`src/rtl/led_scan_pkg.sv`:
```
// Shared widths, select-code limits, FSM encoding and the step helper for the LED scan controller.
package led_scan_pkg;

  localparam int SEL_W = 3;
  localparam logic [SEL_W-1:0] SEL_MAX = 3'd7;
  localparam logic [SEL_W-1:0] SEL_MIN = 3'd0;

  typedef enum logic [1:0] {
    ST_IDLE  = 2'd0,
    ST_RUN   = 2'd1,
    ST_PAUSE = 2'd2
  } state_t;

  // One step of the select code; the 3-bit arithmetic gives the 7->0 / 0->7 wrap.
  function automatic logic [SEL_W-1:0] sel_step(input logic [SEL_W-1:0] cur, input logic down);
    return down ? (cur - 1'b1) : (cur + 1'b1);
  endfunction

endpackage

```
`src/rtl/key_debounce.sv`:
```
// Raw active-low key -> 2-FF synchroniser -> debounced level -> one-cycle press pulse on 1->0.
module key_debounce
  import led_scan_pkg::*;
#(
  parameter int DB_CNT_MAX = 999_999
) (
  input  logic sys_clk,
  input  logic sys_rst_n,
  input  logic key_n,
  output logic press
);

  localparam int CW = (DB_CNT_MAX > 0) ? $clog2(DB_CNT_MAX + 1) : 1;
  localparam logic [CW-1:0] CNT_LAST = CW'(DB_CNT_MAX);

  logic          sync1_reg;
  logic          sync2_reg;
  logic          level_reg;
  logic          press_reg;
  logic [CW-1:0] cnt_reg;

  // The counter only advances while the synchronised level differs from the accepted one,
  // so any bounce back to the accepted level restarts the stable-time measurement.
  always_ff @(posedge sys_clk or negedge sys_rst_n) begin
    if (!sys_rst_n) begin
      sync1_reg <= 1'b1;
      sync2_reg <= 1'b1;
      level_reg <= 1'b1;
      press_reg <= 1'b0;
      cnt_reg   <= '0;
    end else begin
      sync1_reg <= key_n;
      sync2_reg <= sync1_reg;
      press_reg <= 1'b0;
      if (sync2_reg == level_reg) begin
        cnt_reg <= '0;
      end else if (cnt_reg == CNT_LAST) begin
        cnt_reg   <= '0;
        level_reg <= sync2_reg;
        press_reg <= ~sync2_reg;
      end else begin
        cnt_reg <= cnt_reg + 1'b1;
      end
    end
  end

  assign press = press_reg;

endmodule

```
`src/rtl/led_scan_ctrl.sv`:
```
// Select-code generator for a 3-to-8 decoder with start/pause/stop keys.
// Define LED_SCAN_BOUNCE_EN for ping-pong scanning instead of wrap-around.
module led_scan_ctrl
  import led_scan_pkg::*;
#(
  parameter int STEP_CNT_MAX = 24_999_999,
  parameter int DB_CNT_MAX   = 999_999
) (
  input  logic             sys_clk,
  input  logic             sys_rst_n,
  input  logic             key_start_n,
  input  logic             key_stop_n,
  input  logic             dir,
  output logic [SEL_W-1:0] sel,
  output logic             step_pulse,
  output logic             running
);

  localparam int SW = (STEP_CNT_MAX > 0) ? $clog2(STEP_CNT_MAX + 1) : 1;
  localparam logic [SW-1:0] STEP_LAST = SW'(STEP_CNT_MAX);

  state_t           state_reg, state_next;
  logic [SW-1:0]    step_cnt_reg, step_cnt_next;
  logic [SEL_W-1:0] sel_reg, sel_next;
  logic             pulse_reg, pulse_next;
  logic             running_reg, running_next;
  logic             start_press, stop_press;
`ifdef LED_SCAN_BOUNCE_EN
  logic             down_reg, down_next;
  logic             turn;
`endif

  key_debounce #(.DB_CNT_MAX(DB_CNT_MAX)) u_start_key (
    .sys_clk   (sys_clk),
    .sys_rst_n (sys_rst_n),
    .key_n     (key_start_n),
    .press     (start_press)
  );

  key_debounce #(.DB_CNT_MAX(DB_CNT_MAX)) u_stop_key (
    .sys_clk   (sys_clk),
    .sys_rst_n (sys_rst_n),
    .key_n     (key_stop_n),
    .press     (stop_press)
  );

  always_ff @(posedge sys_clk or negedge sys_rst_n) begin
    if (!sys_rst_n) begin
      state_reg    <= ST_IDLE;
      step_cnt_reg <= '0;
      sel_reg      <= SEL_MIN;
      pulse_reg    <= 1'b0;
      running_reg  <= 1'b0;
`ifdef LED_SCAN_BOUNCE_EN
      down_reg     <= 1'b0;
`endif
    end else begin
      state_reg    <= state_next;
      step_cnt_reg <= step_cnt_next;
      sel_reg      <= sel_next;
      pulse_reg    <= pulse_next;
      running_reg  <= running_next;
`ifdef LED_SCAN_BOUNCE_EN
      down_reg     <= down_next;
`endif
    end
  end

  // Stop is checked first so a simultaneous start/stop always behaves as a stop.
  always_comb begin
    state_next = state_reg;
    case (state_reg)
      ST_IDLE:  if (start_press && !stop_press) state_next = ST_RUN;
      ST_RUN:   if (stop_press) state_next = ST_PAUSE;
      ST_PAUSE: begin
        if (stop_press)       state_next = ST_IDLE;
        else if (start_press) state_next = ST_RUN;
      end
      default:  state_next = ST_IDLE;
    endcase
  end

  always_comb begin
    step_cnt_next = step_cnt_reg;
    sel_next      = sel_reg;
    pulse_next    = 1'b0;
    running_next  = (state_next == ST_RUN);
`ifdef LED_SCAN_BOUNCE_EN
    down_next     = down_reg;
    turn          = down_reg ? (sel_reg == SEL_MIN) : (sel_reg == SEL_MAX);
`endif
    if (state_reg == ST_RUN) begin
      if (step_cnt_reg == STEP_LAST) begin
        step_cnt_next = '0;
        pulse_next    = 1'b1;
`ifdef LED_SCAN_BOUNCE_EN
        down_next     = down_reg ^ turn;
        sel_next      = sel_step(sel_reg, down_reg ^ turn);
`else
        sel_next      = sel_step(sel_reg, dir);
`endif
      end else begin
        step_cnt_next = step_cnt_reg + 1'b1;
      end
    end else if (state_next == ST_IDLE) begin
      step_cnt_next = '0;
      sel_next      = SEL_MIN;
    end
`ifdef LED_SCAN_BOUNCE_EN
    if (state_reg == ST_IDLE && state_next == ST_RUN) down_next = dir;
`endif
  end

  assign sel        = sel_reg;
  assign step_pulse = pulse_reg;
  assign running    = running_reg;

endmodule

```
`config.mk`:
```
export PLATFORM = sky130hd
export DESIGN_NAME = led_scan_ctrl
export DESIGN_NICKNAME = d
export VERILOG_FILES = /design/src/rtl/led_scan_pkg.sv /design/src/rtl/key_debounce.sv /design/src/rtl/led_scan_ctrl.sv
export SDC_FILE = /design/constraint.sdc
export NUM_CORES = 1
export LEC_CHECK = 0
export ABC_AREA = 1
export ABC_CLOCK_PERIOD_IN_PS = 2100
export BUFFER_PORTS_ARGS = -buffer_cell sky130_fd_sc_hd__buf_2
export CELL_PAD_IN_SITES_DETAIL_PLACEMENT = 1
export CELL_PAD_IN_SITES_GLOBAL_PLACEMENT = 1
export CORE_MARGIN = 1
export CORE_UTILIZATION = 25
export DETAILED_ROUTE_END_ITERATION = 12
export PLACE_DENSITY_LB_ADDON = 0.1
export SYNTH_ARGS = -nofsm -noshare
export SYNTH_HDL_FRONTEND = slang
export SYNTH_SLANG_ARGS = --single-unit
```
`constraint.sdc`:
```
create_clock -name sys_clk -period 2.1 [get_ports sys_clk]
set_input_delay 0.315 -clock sys_clk [delete_from_list [all_inputs] [get_ports sys_clk]]
set_output_delay 0.315 -clock sys_clk [all_outputs]
set_load 0.01 [all_outputs]
```
* After elaboration in Yosys (flattened, before gate mapping)
Cells that the tools add are included.
** Storage, ports and cells
- Register bits after elaboration :: 80
- Input bits :: 5
- Output and inout port bits :: 5
- Word-level logic and storage cells :: 63
** Cells by class
- Add/sub/neg operators :: 5
- Equal/unequal tests :: 9
- Muxes and demuxes :: 22
- Bitwise operators :: 4
- Reductions and logical operators :: 8
** Operators with widths (count)
- two-way mux 20 bit :: 4
- two-way mux 25 bit :: 3
- adder 20 x 1 -> 20 bit, second input constant :: 2
- == test 20 bit, second input constant :: 2
- adder 25 x 1 -> 25 bit, second input constant :: 1
- == test 25 bit, second input constant :: 1
- two-way mux 3 bit :: 4
- two-way mux 2 bit :: 4
- two-way mux 1 bit :: 6
- case mux 2 bit (3 select lines) :: 1
- AND reduction 2 bit :: 3
- == test 2 x 1 -> 1 bit, second input constant :: 2
- logical NOT 2 bit :: 2
- inverter 1 bit :: 4
- adder 3 x 1 -> 3 bit, second input constant :: 1
- subtractor 3 x 1 -> 3 bit, second input constant :: 1
- == test 1 bit :: 2
- == test 2 bit, second input constant :: 1
- inequality test 2 x 1 -> 1 bit, second input constant :: 1
- nonzero test 2 bit :: 1
- logical AND 1 bit :: 1
- logical NOT 1 bit :: 1

* Logic depth before layout (Yosys ltp)
- Depth in word-level cells :: 7
- Gate-level depth with buffers :: 9
- Gate-level depth less buffers :: 9

* Modules after synthesis
A second synthesis with hierarchy kept.
** Unflattened totals
- Cells, all modules :: 607
- Area total of the unflattened synthesis :: 4734.5 µm²
** By module, submodules not included
- key_debounce :: instances 2, cells each 168, area an instance 1372.6 µm², seq. area each 604.3 µm²
- led_scan_ctrl :: instances 1, cells each 271, area an instance 1989.4 µm², seq. area each 800.8 µm²

* Worst setup path before layout
Ideal clock, no wire load.
- Path kind :: flip-flop to flip-flop
- From :: register step_cnt_reg[1]
- To :: register step_cnt_reg[21]
- Setup time :: 0.116 ns
- Arrival :: 1.284 ns
- Required time :: 1.984 ns
- Setup slack :: 0.700 ns
- Cell stages (with the launch flop) :: 10
- Buffers on the path :: 1
- Period minus slack after synthesis :: 1.400 ns
- Cell sequence :: dfrtp_1 > ha_1 > nand3_1 > nor2_4 > nand3_2 > nor2_4 > nor2_4 > buf_12 > nand3_2 > nand2_2
** Between the ends
- Longest elaborated chain between the ends :: 3
- Elaborated cells on any way between the ends :: 4
- Those cells by class :: add/sub (1); eq/ne (1); mux (2)
** RTL lines
- from (decl) :: RTL line led_scan_ctrl.sv:23 : logic [SW-1:0] step_cnt_reg, step_cnt_next;
- from (signal assigned) :: RTL line led_scan_ctrl.sv:59 : step_cnt_reg <= step_cnt_next;
- adder 25 x 1 -> 25 bit / == test 25 bit (equally long branches) :: RTL line led_scan_ctrl.sv:103, led_scan_ctrl.sv:93
- two-way mux 25 bit (*) :: RTL line led_scan_ctrl.sv:93 : if (step_cnt_reg == STEP_LAST) begin
- two-way mux 25 bit (*) :: RTL line led_scan_ctrl.sv:92 : if (state_reg == ST_RUN) begin
Every way passes the cells marked *; elsewhere a longest branch is shown, timed or not.
A chain may end at the register's enable or synchronous reset.

* Worst setup path in the final report
- From :: register u_stop_key.cnt_reg[0]
- To :: register u_stop_key.cnt_reg[16]
** Between the ends
- Longest elaborated chain between the ends :: 3
- Elaborated cells on any way between the ends :: 4
- Those cells by class :: add/sub (1); eq/ne (1); mux (2)
** RTL lines
- from (decl) :: RTL line key_debounce.sv:20 : logic [CW-1:0] cnt_reg;
- from (signal assigned) :: RTL line key_debounce.sv:42 : cnt_reg <= cnt_reg + 1'b1;
- adder 20 x 1 -> 20 bit / == test 20 bit (equally long branches) :: RTL line key_debounce.sv:42, key_debounce.sv:37
- two-way mux 20 bit (*) :: RTL line key_debounce.sv:37 : end else if (cnt_reg == CNT_LAST) begin
- two-way mux 20 bit (*) :: RTL line key_debounce.sv:35 : if (sync2_reg == level_reg) begin
Marks and branches as above.

==> results.py <==
metrics = {
    "synth": {
        "ys_warn_count": 0,
        "synth.yosys.seq_area_share": 0.435,
        "syn_area_mm2": 0.00462,
        "synth_top_area_frac": 0.401,
        "yosysMostFrequentCell": "nand2_1",
        "synth_cell_types": 33,
        "synthArstFlopShare": 1.00,
        "synth.area.top_cells": "dfrtp_1 40%, nand2_1 13%, nor2_1 9.5%, inv_1 6.3%, nand3_1 4.7%",
        "syn_avg_cell_area_um2": 7.44,
        "synth_top_area_cell": "dfrtp_1",
        "synth_seq_cells": 80,
        "synth_flop_cell": "dfrtp_1",
        "synth_common_cells": "158 x nand2_1, 117 x nor2_1, 77 x inv_1",
        "synth_edf_count": 0,
        "syn-num-nets": 630,
        "syn_inst": 621,
    },
    "cts": {
        "clock_latency_ns": 0.35,
        "cts_buffers": 9,
        "cts_tree": "yes",
        "clockBufferDepth": 2,
        "cts_setup_buffers": 0,
        "h-tree-depth": 3,
        "cts.sinks": 80,
        "clk_pin_slew_ns": 0.07,
        "cts_root_buffer": "clkbuf_16",
    },
    "placement": {
        "port_buffers": 9,
        "dp.cells": 863,
        "post-place-ws_ns": 0.280,
        "gp_congestion": 0.775,
        "dpl.hpwl_mm": 9.56,
    },
    "sta": {
        "period_share": 0.843,
        "rsz0062_at_grt": "false",
        "setup_tns_ns": 0,
        "max_clock_freq_mhz": 565,
        "drv_slew": 0,
        "slew_headroom": 0.644,
        "fin_crit_ns": 1.77,
        "setup_ws_ns": 0.329,
        "timing.hold.ws_ns": 0.0641,
        "hold_violations": 0,
        "worst-slew-pin-transition_ns": 0.534,
        "setup_viol": 0,
        "clock_skew_ns": 0.00609,
    },
    "finish": {
        "nNetsFinal": 655,
        "final_util": 0.297,
        "largest_reg_flops": 25,
        "final_cells": 880,
        "seqCellArea_mm2": 0.00201,
        "antenna_cells": 0,
        "drive_above_1_share": 0.129,
        "area_delta_synth_final_pct": 16.0,
        "fillers": 2215,
        "multi_input_area_mm2": 0.00228,
    },
    "grt": {
        "grt_use_total": 0.147,
        "antenna_found_initial": 0,
        "grt_pass1_wl_mm": 21.3,
        "grt.overflow.total": 0,
        "grt_pass1_vias": 4204,
        "grt_max_degree": 27,
    },
    "setup_path": {
        "worstPathRequired_ns": 2.34,
        "critPathMostFrequentCell": "nand3_1",
        "critPathLaunchType": "flop",
        "slowest_delay_ns": 0.38,
        "r2r.worst_path.cells": 8,
        "regToRegStartpoint": "u_stop_key.cnt_reg[0]$_DFF_PN0_",
        "worst-setup-path-type": "flop to flop",
        "cp_slowest_cell": "dfrtp_1",
        "crit_arrival_ns": 2.01,
        "r2r_setup_slack_ns": 0.33,
        "critPathMaxFanout": 9,
        "worstSetupEndpointType": "flop",
        "r2r_end": "u_stop_key.cnt_reg[16]$_DFF_PN0_",
        "path_cells": "ha_1 > nand3_1 > nor3_2 > nand3_1 > nand2_2 > inv_1 > nand2_1 > nor2_1",
    },
    "power_and_ir_drop": {
        "ir_worst_vdd_mv": 0.379,
        "p_per_area_mw_per_mm2": 674,
        "leakage_nw": 2.35,
    },
    "floorplanning": {
        "die_h_um": 138,
        "io_pins": 10,
        "dieArea_mm2": 0.0190,
        "initial_utilization": 0.256,
        "num_rows": 49,
        "die_x_um": 138,
        "core-area_mm2": 0.0180,
    },
    "status": {
        "status": "complete, no violations",
    },
    "routing": {
        "firstDrtPassIters": 4,
        "wl_per_cell_um": 14.3,
        "routed_via_density": 4.48,
        "remaining_drc_errors": 0,
        "antenna_left": 0,
        "vias": 3940,
        "drt-total-wl_mm": 12.6,
        "drtIter0Drc": 151,
    },
    "min_path": {
        "worstHoldEndpoint": "u_start_key.sync1_reg$_DFF_PN1_",
        "min_from": "key_start_n",
        "whs_path_depth": 1,
        "hp-class": "input pin to flop",
    },
    "run": {
        "max_cap_violations": 0,
    },
}
-- logic make-up after synthesis --
group                    synth area share
AO/OA/AOI/OAI                      0.0303
XOR/XNOR                           0.0530
adder cells (fa/ha/maj)            0.0125
buffers and inverters              0.0720
flip-flops                          0.435
AND/OR/NAND/NOR                     0.398
-- layer usage --
layer,routed length (um),global-route usage
met1,6210,0.192
met2,6030,0.243
met3,255,0.0307
met4,122,0.0405
met5,0,0
-- layout by cell type (no fill, tap or decap), types with 4 or more instances in the layout --
master,synthesis,layout
a21oi_1,8,8
buf_2,1,8
buf_4,1,7
bufinv_16,0,4
clkbuf_16,0,9
dfrtp_1,74,74
dfstp_2,6,6
inv_1,77,77
nand2_1,158,158
nand2_2,16,16
nand3_1,43,43
nand3_2,11,11
nand4_1,17,17
nor2_1,117,117
nor2_2,4,4
nor2_4,6,6
nor3_1,14,14
o21ai_0,13,13
xnor2_1,5,5
xor2_1,23,23
-- stage by stage --
| step | area (um^2) | power (mW) |
|---|---|---|
| floorplan | 4620 | 1.62 |
| global placement | 4990 | 1.68 |
| detailed placement | 4990 | 1.69 |
| CTS | 5360 | 3.69 |
| global route | 5360 | 3.77 |
| finish | 5360 | 3.61 |
-- critical path, delay by kind of cell, from the launching register on --
kind                     cells  cell delay (ns)
adder cells (fa/ha/maj)      1             0.21
AND/OR/NAND/NOR              6             0.91
buffers and inverters        1             0.17
flip-flops                   1             0.38
-- report_power, final --
group / total (mW) / switching (mW) / internal [mW] / leakage [nW]
logic: 0.0878 / 0.0640 / 0.0238 / 1.08
clock network: 1.96 / 0.673 / 1.29 / 0.174
registers: 1.57 / 0.00973 / 1.56 / 1.09
-- worst max path at each step --
| stage | start | to |
|---|---|---|
| final | u_stop_key.cnt_reg[0]$_DFF_PN0_ | u_stop_key.cnt_reg[16]$_DFF_PN0_ |
| after global routing | u_stop_key.cnt_reg[0]$_DFF_PN0_ | u_stop_key.cnt_reg[17]$_DFF_PN0_ |
| after CTS | u_stop_key.cnt_reg[0]$_DFF_PN0_ | u_stop_key.cnt_reg[16]$_DFF_PN0_ |
| after detailed placement | u_stop_key.cnt_reg[0]$_DFF_PN0_ | u_stop_key.cnt_reg[19]$_DFF_PN0_ |
| after global placement | u_stop_key.cnt_reg[0]$_DFF_PN0_ | u_stop_key.cnt_reg[16]$_DFF_PN0_ |
| after floorplan | step_cnt_reg[1]$_DFFE_PN0P_ | step_cnt_reg[21]$_DFFE_PN0P_ |
-- cell type report --
class                   count  area share
multi-input cells         458       0.425
well taps                 229      0.0534
flip-flops and latches     80       0.375
repair buffers             17      0.0229
clock inverters             5      0.0240
clock buffers              11      0.0434
inverters                  80      0.0560
-- repair_timing --
action                    CTS  global route
hold endpoints to repair   23             0
resized for setup           0             0
hold buffers                1             0
(Power assumes the default switching activity.)
